--- config.mk ---
export PLATFORM = sky130hd
export DESIGN_NAME = frac_n_mmd
export DESIGN_NICKNAME = d
export VERILOG_FILES = /design/src/rtl/frac_n_pkg.sv /design/src/rtl/frac_n_mmd.sv
export SDC_FILE = /design/constraint.sdc
export NUM_CORES = 1
export LEC_CHECK = 0
export ABC_AREA = 1
export ABC_CLOCK_PERIOD_IN_PS = 5550
export CORE_MARGIN = 1.5
export CORE_UTILIZATION = 40
export DETAILED_ROUTE_END_ITERATION = 7
export HOLD_SLACK_MARGIN = 0.03
export PLACE_DENSITY_LB_ADDON = 0.15
export SETUP_SLACK_MARGIN = 0.1
export SLEW_MARGIN = 20
export SYNTH_ARGS = -nofsm -noshare
export SYNTH_HDL_FRONTEND = slang
export SYNTH_SLANG_ARGS = --single-unit
--- constraint.sdc ---
create_clock -name clk -period 5.55 [get_ports clk]
set_clock_uncertainty 0.05 [all_clocks]
set_input_delay 1.11 -clock clk [delete_from_list [all_inputs] [get_ports clk]]
set_output_delay 1.11 -clock clk [all_outputs]
set_load 0.005 [all_outputs]
--- src/rtl/frac_n_pkg.sv ---
// Shared definitions for the fractional-N divider path (MMD and MASH core).
package frac_n_pkg;

  typedef enum logic {
    ST_IDLE = 1'b0,
    ST_RUN  = 1'b1
  } state_t;

  localparam int unsigned RATIO_W_DEF   = 4;
  localparam int unsigned MIN_RATIO_DEF = 2;

endpackage

--- src/rtl/frac_n_mmd.sv ---
// Multi-modulus divider: one output period of N clk cycles per consumed ratio,
// with N reloaded at each period boundary from the MASH modulator output.
module frac_n_mmd
  import frac_n_pkg::*;
#(
  parameter int unsigned RATIO_W   = RATIO_W_DEF,
  parameter int unsigned MIN_RATIO = MIN_RATIO_DEF,
  parameter int unsigned CNT_W     = 16
) (
  input  logic               clk,
  input  logic               rst_n,
  input  logic               en,
  input  logic [RATIO_W-1:0] ratio,
  input  logic               ratio_valid,
  input  logic               underrun_clr,
  output logic               ratio_ack,
  output logic               div_clk,
  output logic               div_pulse,
  output logic               underrun,
  output logic [CNT_W-1:0]   period_cnt
);

  localparam logic [RATIO_W-1:0] MIN_N = RATIO_W'(MIN_RATIO);

  state_t             r_state;
  state_t             w_state_nxt;
  logic [RATIO_W-1:0] r_phase;
  logic [RATIO_W-1:0] w_phase_nxt;
  logic [RATIO_W-1:0] r_n;
  logic [RATIO_W-1:0] w_n_nxt;
  logic               r_div_clk;
  logic               r_div_pulse;
  logic               r_underrun;
  logic [CNT_W-1:0]   r_period_cnt;
  logic               w_boundary;
  logic               w_load;
  logic               w_ack;
  logic               w_div_clk_nxt;
  logic               w_div_pulse_nxt;
  logic               w_underrun_nxt;
  logic [CNT_W-1:0]   w_cnt_nxt;

  always_comb begin
    w_boundary  = (r_state == ST_RUN) && (r_phase == (r_n - 1'b1));
    // Ack is combinational in the load cycle; gate with rst_n so it is low during reset.
    w_load      = rst_n && en && ((r_state == ST_IDLE) || w_boundary);
    w_ack       = w_load && ratio_valid;

    w_n_nxt = r_n;
    if (w_ack) begin
      w_n_nxt = (ratio < MIN_N) ? MIN_N : ratio;
    end

    w_state_nxt = r_state;
    w_phase_nxt = '0;
    case (r_state)
      ST_IDLE: begin
        if (en) begin
          w_state_nxt = ST_RUN;
        end
      end
      ST_RUN: begin
        if (w_boundary) begin
          if (!en) begin
            w_state_nxt = ST_IDLE;
          end
        end else begin
          w_phase_nxt = r_phase + 1'b1;
        end
      end
      default: w_state_nxt = ST_IDLE;
    endcase

    // Outputs are registered from next-cycle phase/N so they line up with r_phase.
    w_div_pulse_nxt = (w_state_nxt == ST_RUN) && (w_phase_nxt == '0);
    w_div_clk_nxt   = (w_state_nxt == ST_RUN) && (w_phase_nxt < (w_n_nxt >> 1));
    w_cnt_nxt       = w_boundary ? (r_period_cnt + 1'b1) : r_period_cnt;

    w_underrun_nxt = r_underrun;
    if (underrun_clr) begin
      w_underrun_nxt = 1'b0;
    end
    if (w_load && !ratio_valid) begin
      w_underrun_nxt = 1'b1;
    end
  end

  always_ff @(posedge clk or negedge rst_n) begin
    if (!rst_n) begin
      r_state      <= ST_IDLE;
      r_phase      <= '0;
      r_n          <= MIN_N;
      r_div_clk    <= 1'b0;
      r_div_pulse  <= 1'b0;
      r_underrun   <= 1'b0;
      r_period_cnt <= '0;
    end else begin
      r_state      <= w_state_nxt;
      r_phase      <= w_phase_nxt;
      r_n          <= w_n_nxt;
      r_div_clk    <= w_div_clk_nxt;
      r_div_pulse  <= w_div_pulse_nxt;
      r_underrun   <= w_underrun_nxt;
      r_period_cnt <= w_cnt_nxt;
    end
  end

  assign ratio_ack  = w_ack;
  assign div_clk    = r_div_clk;
  assign div_pulse  = r_div_pulse;
  assign underrun   = r_underrun;
  assign period_cnt = r_period_cnt;

endmodule

==> flow_summary.ini <==
[flow_run]
maxCapViolations = 0

[sta]
worstMarginPinSlew_ns = 0.366
layout_setup_ws_ns = 1.52
finalSetupViolCount = 0
fmax_mhz = 248
fin_setup_tns_ns = 0
maxSlewHeadroom_pct = 75.4
final-max-slew-violation-count = 0
final_min_period_over_clock_period_pct = 72.7
timing.final.hold_violations = 0
rsz0062_at_grt = false
min_period_ns = 4.03

[critical_path]
crit_type = primary input to primary output
crit_arrival_ns = 2.87
endpoint_kind = primary output
critPathRequiredTime_ns = 4.39
ff2ff_path_depth = 16
crit_fanout = 29
r2r_start = r_n[1]
r2r_end = div_clk
startpoint_type = primary input
reg2reg_slack_ns = 2.87

[logic_synthesis]
yosys-top-cells-area = dfrtp_1 (43%), nand2_1 (9.2%), inv_1 (6.0%)
synth_top_area_cell = dfrtp_1
synth_common_cells = nand2_1 (38), dfrtp_1 (27), inv_1 (25), nor2_1 (15), xor2_1 (10)
synth_top_area_share_pct = 43.5
ys_ff_latch = 28
ys_seq_area_share_pct = 45.2
ys.flop_type = dfrtp_1
syn-cell-area_um2 = 1550
synth_edf_count = 0
postSynthAreaPerCell_um2 = 8.73
netlist_instances = 178
syn_nets = 192
yosys.cell_types.count = 30
synthMostInstantiatedCell = nand2_1
yosysWarnings = 0
synth_async_sr_flop_share_pct = 100

[global_routing]
track_usage_pct = 16.3
grt-ovfl-total = 0
grt_pass1_vias = 1186
grt.busiest_layer = met2
use_met3_pct = 2.05
antenna_found_initial = 0
gr-usage-met1_pct = 24.6
grt_first_pass_wirelength_um = 5470
grt_max_degree = 30
use_met2_pct = 25.1

[detailed_routing]
routed_wl_um = 3040
drcViolationCount = 0
via_per_inst = 4.71
vias = 1216
wl_per_cell_um = 11.8
drtIter0Drc = 36
ant_nets = 0
drt_first_pass_iters = 4

[clock_tree]
cts.sinks = 28
htreeDepth = 1
cts_tree = yes
postCtsSetupRepairBufs = 0
cts_buffers = 3
clockBufferDepth = 2
clk_pin_slew_worst_paths_ns = 0.10
ctsHoldBuffers = 0
cts_resized = 0
root_buffer = clkbuf_8
clk_latency_ns = 0.27

[die]
core_area_um2 = 3690
rows = 22
die_h_um = 65.3
die_area_um2 = 4270
start_util_pct = 42.1
die_x_um = 65.3
ioPinCount = 29

[pwr]
finalPower_uw = 822
p_leak_nw = 0.917
p_per_area_nw_per_um2 = 422
vdd_drop_max_v = 0.000340

[hold_path]
min_from = period_cnt[10]
min_to = period_cnt[10]
hold_path.class = flip-flop to flip-flop
holdPathStages = 1

[place]
place_congestion = 0.810
place_ws_ns = 1.48
dp_hpwl_um = 2360
io_buffer_count = 28
placed_cells = 254

[outcome]
status = completed

[final_layout]
final_cells = 258
drive_gt1_share_pct = 10.0
area_delta_synth_final_pct = 25.2
n_antenna_cell = 0
fin_util_pct = 52.7
fin_nets = 225
-- sequential cells by signal, indices dropped and copies added (netlist names) --
register    cells
r_n             4
period_cnt     16
div_clk         1
r_state         1
div_pulse       1
r_phase         4
underrun        1
-- worst max-delay path: stages --
cell             delay, ns
clkdlybuf4s50_1       0.46
buf_4                 0.33
nand2_1               0.10
inv_1                 0.11
nand3_2               0.12
inv_1                 0.12
clkdlybuf4s50_1       0.51
-- how the worst max path moves through the flow --
| stage | start | end | cells after the start |
|---|---|---|---|
| 5_1_grt | rst_n | ratio_ack | 7 |
| 2_1_floorplan | r_n[1] | ratio_ack | 11 |
| 3_5_place_dp | rst_n | ratio_ack | 7 |
| 6_report | rst_n | ratio_ack | 7 |
| 3_3_place_gp | rst_n | ratio_ack | 7 |
| 4_1_cts | rst_n | ratio_ack | 7 |
-- metal layers --
layer	up-vias	wire, µm
li1	623	-
met2	16	1300
met3	2	73
met1	575	1650
met5	-	0
met4	0	14
-- placed cells by master, fill, tap and decap left out, types with 2 or more instances in the layout --
master | synthesis | layout
nor2_4 | 3 | 3
ha_1 | 5 | 5
nand3_1 | 7 | 7
inv_1 | 25 | 25
xnor2_1 | 8 | 8
clkdlybuf4s50_1 | 0 | 28
a21oi_1 | 2 | 2
clkbuf_8 | 0 | 4
nand2_4 | 2 | 2
nand4_1 | 4 | 4
dfrtp_1 | 27 | 27
nand2_1 | 38 | 38
nand3_2 | 2 | 2
xor2_1 | 10 | 10
nor4_1 | 2 | 2
nand2_2 | 3 | 3
nor3_1 | 4 | 4
o21ai_0 | 8 | 8
nor2_1 | 15 | 15
-- final cells by class --
| class | count | area, µm² |
|---|---|---|
| fillers | 363 | 1740 |
| multi-input cells | 122 | 738 |
| flip-flops and latches | 28 | 702 |
| repair buffers | 29 | 288 |
| inverters | 27 | 103 |
| well taps | 48 | 60.1 |
| clock buffers | 4 | 55.1 |
-- where the power goes --
group	switching, mW	total [mW]	internal [mW]
combinational	0.217	0.379	0.162
clock	0.0638	0.127	0.0636
sequential	0.0538	0.315	0.261
total	0.335	0.822	0.487
-- kinds of logic (layout without fill, tap and decap cells) --
logic type | count (synthesis) | in the layout | share of synthesized area [%]
AOI/OAI and AO/OA | 12 | 12 | 4.19
xor gates and xnor gates | 18 | 18 | 10.1
adders and majority gates | 5 | 5 | 4.03
buffers and inverters | 28 | 60 | 7.33
DFF | 28 | 28 | 45.2
and+or+nand+nor | 87 | 87 | 29.1
-- per-stage QoR --
step           area, µm²  hold WS [ns]
2_1_floorplan       1550         0.453
3_3_place_gp        1890         0.456
3_5_place_dp        1890         0.464
4_1_cts             1950         0.479
5_1_grt             1950         0.501
6_report            1950         0.475
(Power assumes the default switching activity.)
